**config.mk**
```make
export PLATFORM = sky130hd
export DESIGN_NAME = cmd_arb
export DESIGN_NICKNAME = d
export VERILOG_FILES = /design/src/rtl/cmd_arb_pkg.sv /design/src/rtl/cmd_fifo.sv /design/src/rtl/cmd_arb.sv
export SDC_FILE = /design/constraint.sdc
export NUM_CORES = 1
export LEC_CHECK = 0
export BUFFER_PORTS_ARGS = -buffer_cell sky130_fd_sc_hd__buf_2
export CORE_AREA = 2 2 113 115
export CTS_CLUSTER_DIAMETER = 50
export CTS_CLUSTER_SIZE = 10
export DETAILED_ROUTE_END_ITERATION = 7
export DIE_AREA = 0 0 115 117
export GPL_TIMING_DRIVEN = 0
export SETUP_SLACK_MARGIN = 0.02
export SKIP_CTS_REPAIR_TIMING = 1
export SLEW_MARGIN = 20
export SYNTH_ARGS = -nofsm -noshare
export SYNTH_HDL_FRONTEND = slang
export SYNTH_SLANG_ARGS = --single-unit
```
**constraint.sdc**
```tcl
create_clock -name clk -period 2.2 [get_ports clk]
set_clock_uncertainty 0.05 [all_clocks]
set_input_delay 0.22 -clock clk [delete_from_list [all_inputs] [get_ports clk]]
set_output_delay 0.22 -clock clk [all_outputs]
set_load 0.005 [all_outputs]
```
**src/rtl/cmd_arb_pkg.sv**
```systemverilog
// Shared opcodes, response bytes and state/source encodings for the command arbiter.
package cmd_arb_pkg;

  localparam logic [3:0] OP_CAL   = 4'h2;

  localparam logic [7:0] RESP_ACK = 8'hA5;
  localparam logic [7:0] RESP_REJ = 8'hE1;
  localparam logic [7:0] RESP_TMO = 8'hEE;

  typedef enum logic [1:0] {
    IDLE,
    ISSUE,
    WAIT
  } state_t;

  typedef enum logic {
    HOST,
    TOUR
  } src_t;

  function automatic logic is_cal_cmd(input logic [15:0] word);
    return word[15:12] == OP_CAL;
  endfunction

endpackage

```
**src/rtl/cmd_fifo.sv**
```systemverilog
// Host command FIFO: power-of-2 depth, wrap-around pointers with an extra lap bit.
module cmd_fifo #(
  parameter int unsigned DEPTH = 4,
  parameter int unsigned WIDTH = 16
) (
  input  logic             clk,
  input  logic             rst_n,
  input  logic             push,
  input  logic [WIDTH-1:0] din,
  input  logic             pop,
  output logic [WIDTH-1:0] dout,
  output logic             full,
  output logic             empty
);

  localparam int unsigned AW = $clog2(DEPTH);

  logic [WIDTH-1:0] mem_q [DEPTH];
  logic [AW:0]      wr_ptr_q;
  logic [AW:0]      rd_ptr_q;
  logic             do_push;
  logic             do_pop;

  assign empty   = wr_ptr_q == rd_ptr_q;
  assign full    = (wr_ptr_q[AW] != rd_ptr_q[AW]) && (wr_ptr_q[AW-1:0] == rd_ptr_q[AW-1:0]);
  assign do_pop  = pop && !empty;
  // A pop frees the head slot this cycle, so a push while full is still accepted.
  assign do_push = push && (!full || do_pop);
  assign dout    = mem_q[rd_ptr_q[AW-1:0]];

  always_ff @(posedge clk) begin
    if (!rst_n) begin
      wr_ptr_q <= '0;
      rd_ptr_q <= '0;
    end else begin
      if (do_push) wr_ptr_q <= wr_ptr_q + 1'b1;
      if (do_pop)  rd_ptr_q <= rd_ptr_q + 1'b1;
    end
  end

  always_ff @(posedge clk) begin
    if (do_push) mem_q[wr_ptr_q[AW-1:0]] <= din;
  end

endmodule

```
**src/rtl/cmd_arb.sv**
```systemverilog
// Arbitrates queued host commands and tour moves into cmd_proc, one at a time.
// Optional response watchdog enabled by defining CMD_ARB_TIMEOUT_EN.
module cmd_arb
  import cmd_arb_pkg::*;
#(
  parameter int unsigned DEPTH          = 4,
  parameter int unsigned TIMEOUT_CYCLES = 1 << 22
) (
  input  logic        clk,
  input  logic        rst_n,
  input  logic [15:0] host_cmd,
  input  logic        host_vld,
  output logic        host_full,
  output logic        host_ovf,
  output logic [7:0]  host_resp,
  output logic        host_resp_vld,
  input  logic [15:0] tour_cmd,
  input  logic        tour_req,
  output logic        tour_gnt,
  output logic        tour_done,
  output logic        tour_err,
  input  logic        cal_done,
  output logic [15:0] cmd,
  output logic        cmd_rdy,
  input  logic        clr_cmd_rdy,
  input  logic        send_resp
);

  if (DEPTH < 2 || (DEPTH & (DEPTH - 1)) != 0 || TIMEOUT_CYCLES < 2) begin : g_bad_param
    $error("cmd_arb: DEPTH must be a power of 2 >= 2 and TIMEOUT_CYCLES >= 2");
  end

  logic [15:0] head;
  logic        fifo_full;
  logic        fifo_empty;
  logic        fifo_pop;

  state_t      state_q;
  src_t        src_q;
  src_t        last_src_q;
  logic        cal_ok_q;
  logic [15:0] cmd_q;
  logic        cmd_rdy_q;
  logic [7:0]  host_resp_q;
  logic        host_resp_vld_q;
  logic        host_ovf_q;
  logic        tour_gnt_q;
  logic        tour_done_q;

  logic        host_cand;
  logic        tour_cand;
  logic        sel_host;
  logic        sel_tour;
  logic        reject;
  logic        expire;
  logic        finish;

  cmd_fifo #(
    .DEPTH(DEPTH),
    .WIDTH(16)
  ) u_fifo (
    .clk  (clk),
    .rst_n(rst_n),
    .push (host_vld),
    .din  (host_cmd),
    .pop  (fifo_pop),
    .dout (head),
    .full (fifo_full),
    .empty(fifo_empty)
  );

  always_comb begin
    host_cand = !fifo_empty;
    tour_cand = tour_req && cal_ok_q;
    // Round-robin: host wins a tie only if the previous issue went to the tour.
    sel_host  = (state_q == IDLE) && host_cand && (!tour_cand || last_src_q == TOUR);
    sel_tour  = (state_q == IDLE) && tour_cand && !sel_host;
    reject    = sel_host && !cal_ok_q && !is_cal_cmd(head);
    fifo_pop  = sel_host;
    finish    = (state_q != IDLE) && (send_resp || expire);
  end

  always_ff @(posedge clk) begin
    if (!rst_n) begin
      state_q         <= IDLE;
      src_q           <= HOST;
      last_src_q      <= TOUR;
      cal_ok_q        <= 1'b0;
      cmd_q           <= '0;
      cmd_rdy_q       <= 1'b0;
      host_resp_q     <= '0;
      host_resp_vld_q <= 1'b0;
      host_ovf_q      <= 1'b0;
      tour_gnt_q      <= 1'b0;
      tour_done_q     <= 1'b0;
    end else begin
      host_resp_vld_q <= 1'b0;
      tour_gnt_q      <= 1'b0;
      tour_done_q     <= 1'b0;
      if (cal_done) cal_ok_q <= 1'b1;
      if (host_vld && fifo_full && !fifo_pop) host_ovf_q <= 1'b1;

      unique case (state_q)
        IDLE: begin
          if (reject) begin
            host_resp_q     <= RESP_REJ;
            host_resp_vld_q <= 1'b1;
          end else if (sel_host) begin
            cmd_q      <= head;
            cmd_rdy_q  <= 1'b1;
            src_q      <= HOST;
            last_src_q <= HOST;
            state_q    <= ISSUE;
          end else if (sel_tour) begin
            cmd_q      <= tour_cmd;
            cmd_rdy_q  <= 1'b1;
            tour_gnt_q <= 1'b1;
            src_q      <= TOUR;
            last_src_q <= TOUR;
            state_q    <= ISSUE;
          end
        end
        ISSUE, WAIT: begin
          if (finish) begin
            cmd_rdy_q <= 1'b0;
            state_q   <= IDLE;
            if (src_q == HOST) begin
              host_resp_q     <= send_resp ? RESP_ACK : RESP_TMO;
              host_resp_vld_q <= 1'b1;
            end else begin
              tour_done_q <= 1'b1;
            end
          end else if (state_q == ISSUE && clr_cmd_rdy) begin
            cmd_rdy_q <= 1'b0;
            state_q   <= WAIT;
          end
        end
        default: state_q <= IDLE;
      endcase
    end
  end

`ifdef CMD_ARB_TIMEOUT_EN
  localparam int unsigned TW = $clog2(TIMEOUT_CYCLES);

  logic [TW-1:0] tmo_cnt_q;
  logic          tour_err_q;

  // Counter sits at zero while idle, so it starts from zero on entry to ISSUE.
  assign expire = (state_q != IDLE) && !send_resp && (tmo_cnt_q == TW'(TIMEOUT_CYCLES - 1));

  always_ff @(posedge clk) begin
    if (!rst_n) begin
      tmo_cnt_q  <= '0;
      tour_err_q <= 1'b0;
    end else begin
      tour_err_q <= expire && (src_q == TOUR);
      if (state_q == IDLE) tmo_cnt_q <= '0;
      else                 tmo_cnt_q <= tmo_cnt_q + 1'b1;
    end
  end

  assign tour_err = tour_err_q;
`else
  assign expire   = 1'b0;
  assign tour_err = 1'b0;
`endif

  assign host_full     = fifo_full;
  assign host_ovf      = host_ovf_q;
  assign host_resp     = host_resp_q;
  assign host_resp_vld = host_resp_vld_q;
  assign tour_gnt      = tour_gnt_q;
  assign tour_done     = tour_done_q;
  assign cmd           = cmd_q;
  assign cmd_rdy       = cmd_rdy_q;

endmodule

```
Yosys cells after proc, flatten, opt, wreduce, memory -nomap -nowiden
Memories as Yosys holds them, arrays and structs flattened. A register that Yosys moved wholly into a read port is not among the register bits.
Cells that the tools add are included.

cells by class
  muxes and demuxes = 30
  bitwise gates (word level) = 3
  shifts and indexed selects = 0
  $lt $le $gt $ge = 0
  $add $sub $neg = 2
  eq/ne operators = 12
  multipliers = 0
  divide/modulo/power cells = 0
  reductions and logical operators = 33

operators with widths
  cell                                           count
  two-way mux 16 bit                             2
  two-way mux 8 bit                              3
  one-hot mux 8 bit (2 select lines)             1
  logical AND 1 bit                              14
  two-way mux 2 bit                              7
  two-way mux 1 bit                              13
  AND reduction 3 bit                            3
  != test 2 bit, second input constant           4
  AND reduction 4 bit                            2
  two-way mux 7 bit                              1
  adder 3 x 1 -> 3 bit, second input constant    2
  logical NOT 1 bit                              6
  != test 3 bit, second input constant           2
  nonzero test 2 bit                             3
  == test 4 x 2 -> 1 bit, second input constant  1
  one-hot mux 1 bit (2 select lines)             2
  one-hot mux 2 bit (2 select lines)             1
  OR reduction 4 bit                             1
  == test 3 bit                                  1
  inverter 1 bit                                 3
  == test 2 x 1 -> 1 bit, second input constant  1
  == test 2 bit                                  1
  == test 2 bit, second input constant           1
  logical NOT 2 bit                              1
  3 further kinds                                4

storage, ports and cells
  memory bits (writable) = 64
  memories = 1
  logic and storage cells = 94
  bits in latches = 0
  flip-flop bits (word level) = 40
  ROM bits = 0

memory list
  name          words  bits a word  rd ports  clocked after Yosys merged registers in  wr ports  line            source
  u_fifo.mem_q  4      16           1         1                                        1         cmd_fifo.sv:18  logic [WIDTH-1:0] mem_q [DEPTH];

Logic depth before layout (Yosys ltp)
Gate-level depths: netlist of the first run.

  depth in word-level cells = 10
  mapped depth = 8

By module
A second synthesis of the first run with hierarchy kept.

second synthesis, totals
  cells, all modules = 270
  area, all modules = 4276.6 um2

by module, submodules not included
  module    area an instance (um2)  instances  cells an instance  sequential area each (um2)
  cmd_fifo  2829.0                  1          138                2082.0
  cmd_arb   1447.6                  1          132                620.6

Least setup slack after synthesis of the first run
OpenSTA, ideal clock, no wires.

  path kind = register to register
  start point = reg u_fifo.wr_ptr_q[0]
  end point = mem u_fifo.mem_q[0][0] (enable)
  library setup time = 0.374 ns
  path slack = -0.035 ns
  cell stages (with the launch flop) = 5
  required time = 1.776 ns
  arrival = 1.811 ns
  buffers on the path = 0
  path through = dfxtp_1 xor2_1 nor3_1 a21boi_0 and2_1

on the way
  elaborated cells on any way between the ends = 12

RTL lines
  element                                  line            source
  start: declaration                       cmd_fifo.sv:19  logic [AW:0] wr_ptr_q;
  start signal: assignment                 cmd_fifo.sv:36  if (do_push) wr_ptr_q <= wr_ptr_q + 1'b1;
  == test 2 bit                            cmd_fifo.sv:25  assign full = (wr_ptr_q[AW] != rd_ptr_q[AW]) && (wr_ptr_q[AW-1:0] == rd_ptr_q[AW-1:0]);
  logical AND 1 bit                        cmd_fifo.sv:25
  net host_full                            cmd_arb.sv:13   output logic host_full,
  logical NOT 1 bit                        cmd_fifo.sv:28  assign do_push = push && (!full || do_pop);
  logical OR 1 bit                         cmd_fifo.sv:28
  logical AND 1 bit                        cmd_fifo.sv:28
  two-way mux 1 bit                        cmd_fifo.sv:42  if (do_push) mem_q[wr_ptr_q[AW-1:0]] <= din;
  two-way mux 1 bit (implied by the code)  cmd_fifo.sv:42
  end: declaration                         cmd_fifo.sv:18

The timed path passes the listed nets, and every way through them passes these cells.

==> run_results.csv, run 1 <==
group,metric,value,unit
layout,fillCellCount,1142,
critical_path,critPathMaxStageDelay,570,ps
timing,finalCriticalPeriod,2400,ps
yosys,yosysWarnings,0,
yosys,synth-seq-cells,103,
timing,maxSlewHeadroom,0.580,
floorplan,rows,41,
timing,finalSetupTns,-3270,ps
timing,slew_viol_final,0,
timing,tightest_slew,629,ps
critical_path,rr_endpoint,"cmd[12]$_SDFFE_PN0P_",
timing,min_period_over_period,1.09,
timing,finalSetupViolations,19,
floorplan,die_w,115,um
floorplan,start_util,0.343,
placed_design,dpl.hpwl,6180,um
clock_network,cts_tree,"yes",
yosys,synth-async-reset-ratio,0,
clock_network,cts_sinks,103,
critical_path,cp.arrival,2640,ps
global_routing,grt_pass1_vias,2598,
timing,fin_ws,-196,ps
yosys,synth_cells,299,
clock_network,h-tree-depth,3,
route,drc,0,
placed_design,dpl_cell_area,4740,um^2
clock_network,cts_buffers,9,
timing,rsz0062_at_grt,"true",
placed_design,port_buffers,66,
yosys,syn_avg_cell_area,14.1,um^2
critical_path,cp_num_cells,8,
global_routing,grt_pass1_wl,13600,um
placed_design,pre_cts_ws,-356,ps
route,drt-initial-drc-count,167,
layout,mostFrequentLayoutCell,"buf_2",
critical_path,crit_fanout,5,
layout,post-route-cell-area,5300,um^2
critical_path,ff2ff_path_depth,8,
clock_network,worstSkewPairLatency,350,ps
critical_path,crit_path_end,"cmd[12]$_SDFFE_PN0P_",
clock_network,clockBufferDepth,2,
layout,most-common-layout-cells,"buf_2, edfxtp_1, nor2_1, dfxtp_1, nor3_1",
layout,multi_input_area,1510,um^2
global_routing,grt_overflow_total,0,
layout,syn_to_final_growth,25.7,%
timing,hold_viol,0,
yosys,seq_area_frac_synth,0.641,
layout,nets,440,
global_routing,globalRouteTotalUtil,0.135,
pwr,leakage,0.00202,uW
outcome,violations,"setup timing",
outcome,status,"finished, violations left",
critical_path,start_kind,"register",
critical_path,cp.required,2440,ps
global_routing,antenna_found_initial,0,
yosys,yosysUniqueCellTypes,43,
route,finalWirelength,9520,um
critical_path,slowest_stage,"mux4_2",
route,first_pass_iters,4,
floorplan,die-area,13500,um^2
layout,seq_area,2710,um^2
floorplan,core_area,12300,um^2
placed_design,place.gp.congestion,0.814,
clock_network,root_buffer,"clkbuf_16",
floorplan,die_h,117,um
critical_path,endpoint_kind,"register",
timing,fmax,0.417,GHz
critical_path,crit_chain,"buf_6, mux4_2, nor4b_4, o31ai_4, buf_12, a21oi_4, buf_4, o221a_1",
yosys,synth_ff_type,"edfxtp_1",
critical_path,crit_family,"multiplexers",
layout,antenna_cells,0,
timing,hold_slack,19.2,ps
critical_path,worst-path-buf-inv,3,
route,ant_nets,0,
critical_path,crit_type,"reg -> reg",
layout,drive_gt1_frac,0.389,
global_routing,grt_max_degree,21,
pwr,ir_drop,0.000471,V
clock_network,path_clk_slew,80,ps
yosys,synth_edf_count,64,
route,wl_per_cell,17.4,um
route,vias,2780,
pwr,powerDensity,1270,nW/um^2
route,viasPerCell,5.07,
yosys,syn_area,4220,um^2
worst_hold_path,hp-class,"in -> reg",
run,cap_violations,0,
critical_path,reg2reg_slack,-200,ps
floorplan,io_pins,70,
==> through the flow <==
stage                     instances   util  power, uW
after floorplan                 300      -       4060
after global placement          516  0.385       4710
after detailed placement        516  0.385       4740
after CTS                       532  0.410       6320
after global routing            548  0.431       7130
final                           548  0.431       6750
==> state kept, by name, summed over array words and instances (netlist names), 2 cells and up, named ones only <==
| register | cells |
|---|---|
| cmd | 16 |
| host_resp | 5 |
| state_q | 2 |
| u_fifo.mem_q | 64 |
| u_fifo.rd_ptr_q | 3 |
| u_fifo.wr_ptr_q | 3 |
==> area by class of cell <==
| cell class | instances | area share |
|---|---|---|
| Tap cell | 150 | 0.0354 |
| Sequential cell | 103 | 0.510 |
| Inverter | 5 | 0.00354 |
| Clock buffer | 9 | 0.0425 |
| Timing Repair Buffer | 80 | 0.0885 |
| Clock inverter | 7 | 0.0139 |
| Multi-Input combinational cell | 174 | 0.285 |
| Buffer | 20 | 0.0215 |
==> worst reg2reg max path, stage by stage, from the launching register on <==
cell	delay, ps
dfxtp_2	330
buf_6	120
mux4_2	570
nor4b_4	440
o31ai_4	140
buf_12	150
a21oi_4	200
buf_4	190
o221a_1	170
==> report_power, final <==
group          internal [uW]  switching (uW)
Combinational           1300            1340
Sequential              2360             186
Clock                    805             764
==> synthesized netlist by cell type, types with 2 or more instances <==
library cell | instances | area share
a21oi_1 | 3 | 0.0036
a31oi_1 | 3 | 0.0045
a32o_1 | 2 | 0.0047
and2_1 | 4 | 0.0059
buf_2 | 3 | 0.0036
buf_4 | 4 | 0.0071
buf_6 | 2 | 0.0053
clkbuf_1 | 11 | 0.0098
dfxtp_1 | 39 | 0.19
edfxtp_1 | 64 | 0.46
ha_1 | 8 | 0.024
inv_1 | 5 | 0.0045
mux4_2 | 16 | 0.085
nand2_1 | 12 | 0.011
nor2_1 | 50 | 0.044
nor2b_1 | 2 | 0.0030
nor3_1 | 19 | 0.023
o21a_1 | 3 | 0.0053
o21ai_0 | 4 | 0.0047
o221a_1 | 7 | 0.019
o221a_2 | 9 | 0.024
o311a_1 | 2 | 0.0047
xnor2_1 | 4 | 0.0083
xor2_1 | 4 | 0.0083
==> per-layer routing <==
layer,part of all wire,GRT usage,routed length [um]
met1,0.43,0.176,4110
met2,0.49,0.216,4700
met3,0.052,0.0355,494
met4,0.023,0.0546,217
met5,0,0,0
==> worst min-delay path by stage <==
stage,startpoint,end,slack [ps],cells past startpoint
after floorplan,host_cmd[0],u_fifo.mem_q[0][0]$_DFFE_PP_,270,0
after global placement,cal_done,cal_ok_q$_SDFFE_PN0P_,370,3
after detailed placement,host_resp[3]$_SDFFE_PN0P_,host_resp[3]$_SDFFE_PN0P_,380,2
after CTS,cal_done,cal_ok_q$_SDFFE_PN0P_,20,3
after global routing,cal_done,cal_ok_q$_SDFFE_PN0P_,20,3
final,cal_done,cal_ok_q$_SDFFE_PN0P_,20,3
==> cell families after synthesis <==
kind of cell,after synthesis,share of synthesized area
simple gates,94,0.103
buf+inv,26,0.0311
compound gates,42,0.0964
mux,17,0.0878
other cells,1,0.000889
flops,103,0.641
xor+xnor,8,0.0166
fa+ha+maj,8,0.0237
No activity file was read; power rests on OpenSTA's default activity.
==> inputs of run 2 (changes only) <==
SETUP_SLACK_MARGIN = unset   (was 0.02)
==> run 2 against run 1 <==
The flow still finishes with violations (setup timing); sequential share of layout area increased by 0.58 points; wire length decreased by 2.1%; sequential cell count did not move; highest routed layer unchanged; fmax hardly changed; critical path depth unchanged; critical path type unchanged; utilization down 0.49 points; worst setup slack improved by 1.9 ps.
==> run_results.csv, run 2 (same netlist as run 1, synthesis figures left out) <==
group,metric,value,unit
critical_path,cp.arrival,2630,ps
critical_path,slowest_stage,"mux4_2",
timing,min_period_over_period,1.09,
clock_network,root_buffer,"clkbuf_16",
run,cap_violations,0,
global_routing,grt_overflow_total,0,
timing,finalCriticalPeriod,2390,ps
floorplan,rows,41,
placed_design,place.gp.congestion,0.814,
layout,final-instance-count-excl-fill,545,
timing,fin_ws,-194,ps
placed_design,dpl.hpwl,6180,um
critical_path,critPathMaxStageDelay,570,ps
route,ant_nets,0,
global_routing,antenna_found_initial,0,
placed_design,port_buffers,66,
route,first_pass_iters,4,
route,vias,2734,
layout,drive_gt1_frac,0.385,
clock_network,worstSkewPairLatency,340,ps
outcome,status,"finished, violations left",
layout,most-common-layout-cells,"buf_2, edfxtp_1, nor2_1, dfxtp_1, nor3_1",
clock_network,h-tree-depth,3,
pwr,leakage,0.00199,uW
floorplan,die-area,13500,um^2
route,drc,0,
layout,syn_to_final_growth,24.3,%
global_routing,globalRouteTotalUtil,0.135,
critical_path,start_kind,"register",
global_routing,grt_max_degree,21,
timing,hold_slack,22.4,ps
global_routing,grt_pass1_wl,13600,um
clock_network,cts_sinks,103,
placed_design,pre_cts_ws,-356,ps
layout,fillCellCount,1153,
floorplan,start_util,0.343,
pwr,powerDensity,1250,nW/um^2
route,wl_per_cell,17.1,um
timing,slew_viol_final,0,
layout,largest_reg_flops,64,
critical_path,worst-path-buf-inv,3,
timing,fmax,0.418,GHz
timing,finalSetupViolations,19,
critical_path,endpoint_kind,"register",
layout,mostFrequentLayoutCell,"buf_2",
critical_path,crit_fanout,9,
timing,finalSetupTns,-3190,ps
clock_network,cts_tree,"yes",
floorplan,die_w,115,um
pwr,ir_drop,0.000470,V
floorplan,io_pins,70,
clock_network,path_clk_slew,80,ps
global_routing,grt_pass1_vias,2598,
timing,maxSlewHeadroom,0.577,
placed_design,dp_cells,516,
timing,hold_viol,0,
critical_path,crit_type,"reg -> reg",
route,finalWirelength,9320,um
floorplan,die_h,117,um
clock_network,cts_buffers,9,
timing,rsz0062_at_grt,"true",
critical_path,crit_family,"multiplexers",
outcome,violations,"setup timing",
floorplan,core_area,12300,um^2
layout,nets,437,
critical_path,cp.required,2440,ps
timing,tightest_slew,635,ps
critical_path,crit_chain,"buf_6, mux4_2, nor4b_4, o31ai_4, buf_12, a21oi_4, buf_4, o221a_1",
layout,seq_area,2710,um^2
route,viasPerCell,5.02,
clock_network,clockBufferDepth,2,
layout,antenna_cells,0,
worst_hold_path,hp-class,"in -> reg",
layout,multi_input_area,1490,um^2
route,drt-initial-drc-count,148,
run 2: cell types whose count changed in the layout (fill, tap and decap cells not counted):
cell	before	now
clkbuf_16	10	9
o221a_2	7	8
xor2_4	1	0
o221a_4	2	1
buf_4	15	13
xor2_2	2	3
run 2: area by class of cell:
class                           count  share of cell area
Timing Repair Buffer               77              0.0819
Inverter                            5             0.00358
Multi-Input combinational cell    174               0.284
Clock inverter                      7              0.0141
Buffer                             20              0.0217
Clock buffer                        9              0.0430
Sequential cell                   103               0.516
Tap cell                          150              0.0358
run 2: metrics by stage:
step	area (um^2)	total power, uW	utilization
6_report	5240	6570	0.426
5_1_grt	5240	6970	0.426
4_1_cts	5040	6320	0.410
3_5_place_dp	4740	4740	0.385
3_3_place_gp	4740	4710	0.385
2_1_floorplan	4230	4060	-
run 2: final timing paths:
| path | start | end | slack [ps] | cells past startpoint |
|---|---|---|---|---|
| max | register | cmd[12]$_SDFFE_PN0P_ | -190 | 8 |
| min | cal_done | cal_ok_q$_SDFFE_PN0P_ | 20 | 3 |
| max reg2reg | register | cmd[12]$_SDFFE_PN0P_ | -190 | 8 |
| min reg2reg | host_resp[3]$_SDFFE_PN0P_ | host_resp[3]$_SDFFE_PN0P_ | 390 | 2 |
run 2: worst register-to-register path: cells and delay by family, from the launching register on:
family                 cells  cell delay (ps)
and+or+nand+nor            1              440
muxes                      1              570
AOI/OAI and AO/OA          3              500
buffers and inverters      3              470
DFF                        1              330
run 2: power breakdown:
part | internal (uW) | leakage [uW] | switching [uW]
sequential | 2360 | 0.000909 | 182
clock | 806 | 0.000147 | 763
combinational | 1180 | 0.000933 | 1280
run 2: layer usage:
layer  up-vias  global-route usage  part of all wire
met4         0              0.0546             0.021
met3        14              0.0355             0.045
met2        74               0.216              0.49
met5         -                   0                 0
met1      1341               0.176              0.45
li1       1305                   -                 -
==> inputs of run 3 (changes only) <==
PLACE_DENSITY = 0.55   (was unset)
SETUP_SLACK_MARGIN = 0.4   (was unset)
==> run 3 against run 2 <==
Total power grew 2.6%; combinational power grew 4%; fmax grew 6.1%; largest cell class unchanged; critical path type unchanged; global-route usage shrank 0.25 points; the run still ends with setup timing left.
==> run_results.csv, run 3 (same netlist as run 1, synthesis figures left out) <==
group,metric,value,unit
placed_design,port_buffers,66,
route,ant_nets,0,
floorplan,io_pins,70,
layout,fillCellCount,1136,
critical_path,crit_fanout,7,
placed_design,dpl.hpwl,6220,um
critical_path,rr_endpoint,"cmd[1]$_SDFFE_PN0P_",
pwr,leakage,0.00206,uW
clock_network,clockBufferDepth,2,
clock_network,root_buffer,"clkbuf_16",
floorplan,rows,41,
route,finalWirelength,9540,um
route,first_pass_iters,4,
pwr,switching_share,0.330,
critical_path,crit_path_end,"cmd[1]$_SDFFE_PN0P_",
floorplan,die_h,117,um
clock_network,h-tree-depth,3,
placed_design,dpl_cell_area,4790,um^2
critical_path,reg2reg_slack,-60,ps
run,cap_violations,0,
pwr,power_frac_seq,0.377,
floorplan,start_util,0.343,
pwr,p_int,4520,uW
layout,nets,445,
pwr,power,6750,uW
global_routing,globalRouteTotalUtil,0.133,
route,drc,0,
timing,hold_slack,31.7,ps
outcome,violations,"setup timing",
layout,most-common-layout-cells,"buf_2, edfxtp_1, nor2_1, dfxtp_1, buf_4",
pwr,pwr-share-comb,0.378,
layout,mostFrequentLayoutCell,"buf_2",
clock_network,cts_tree,"yes",
clock_network,cts_sinks,103,
global_routing,grt_pass1_wl,13200,um
placed_design,place.gp.congestion,0.809,
pwr,powerDensity,1240,nW/um^2
layout,antenna_cells,0,
route,wl_per_cell,17.2,um
timing,rsz0062_at_grt,"true",
timing,fmax,0.443,GHz
timing,finalSetupViolations,19,
global_routing,grt_max_degree,20,
layout,largest_reg_flops,64,
global_routing,grt_pass1_vias,2496,
layout,drive_gt1_frac,0.437,
critical_path,cp.required,2380,ps
clock_network,path_clk_slew,70,ps
layout,final-instance-count-excl-fill,553,
route,vias,2734,
pwr,p_clk_frac,0.245,
floorplan,die_w,115,um
placed_design,dp_cells,516,
outcome,status,"finished, violations left",
floorplan,core_area,12300,um^2
pwr,ir_drop,0.000388,V
layout,final_core_util,0.441,
clock_network,cts_buffers,9,
layout,syn_to_final_growth,28.9,%
critical_path,ff2ff_path_depth,7,
timing,maxSlewHeadroom,0.527,
timing,finalCriticalPeriod,2260,ps
pwr,p_switching,2230,uW
timing,hold_viol,0,
critical_path,crit_type,"reg -> reg",
floorplan,die-area,13500,um^2
critical_path,endpoint_kind,"register",
timing,fin_ws,-56.3,ps
route,drt-initial-drc-count,150,
timing,min_period_over_period,1.03,
critical_path,cp.arrival,2440,ps
clock_network,worstSkewPairLatency,350,ps
layout,post-route-cell-area,5440,um^2
timing,tightest_slew,710,ps
global_routing,grt_overflow_total,0,
critical_path,start_kind,"register",
global_routing,antenna_found_initial,0,
worst_hold_path,hp-class,"in -> reg",
route,viasPerCell,4.94,
timing,slew_viol_final,0,
run 3: cell types whose count changed in the layout (fill, tap and decap cells not counted), moves of 3 or more:
cell	before	now
dfxtp_1	37	31
clkbuf_2	4	1
buf_6	3	6
dfxtp_2	2	6
buf_4	13	17
run 3: per-layer routing:
metal,vias up,share of wire,global-route usage
met5,-,0,0
met4,0,0.014,0.0594
met3,8,0.048,0.0427
met2,83,0.48,0.197
met1,1320,0.46,0.178
li1,1323,-,-
run 3: area by class of cell:
class                   instances  area, um^2  share of cell area
flip-flops and latches        103        2720               0.500
multi-input cells             174        1570               0.288
repair buffers                 84         493              0.0907
clock buffers                   9         225              0.0414
well taps                     150         188              0.0345
plain buffers                  21         141              0.0260
clock inverters                 7        83.8              0.0154
inverters                       5        18.8             0.00345
run 3: power groups by stage:
stage | Sequential [uW] | Combinational [uW] | Clock (uW)
5_1_grt | 2580 | 2790 | 1770
3_5_place_dp | 2560 | 2200 | 0
4_1_cts | 2520 | 2200 | 1690
3_3_place_gp | 2560 | 2180 | 0
2_1_floorplan | 2550 | 1550 | 0
6_report | 2540 | 2550 | 1660
run 3: through the flow:
step	setup slack, ps	setup TNS, ps
6_report	-56.3	-637
5_1_grt	-126	-2190
4_1_cts	-342	-4990
3_5_place_dp	-320	-4570
3_3_place_gp	-273	-3770
2_1_floorplan	58.1	0
run 3: worst max-delay path, cell delays in order (launching register included):
cell     delay, ps
dfxtp_2        330
buf_8          130
mux4_2         510
nor4b_4        160
o31ai_4        450
a21oi_4         70
buf_4          160
o221a_2        280
run 3: worst min path at each step:
stage	start	end	slack (ps)	depth (start not counted)
after CTS	host_cmd[2]	u_fifo.mem_q[0][2]$_DFFE_PP_	30	1
final	cal_done	cal_ok_q$_SDFFE_PN0P_	30	3
after global placement	cal_done	cal_ok_q$_SDFFE_PN0P_	380	3
after detailed placement	host_cmd[2]	u_fifo.mem_q[0][2]$_DFFE_PP_	390	1
after global routing	host_cmd[2]	u_fifo.mem_q[0][2]$_DFFE_PP_	30	1
after floorplan	host_cmd[0]	u_fifo.mem_q[0][0]$_DFFE_PP_	270	0
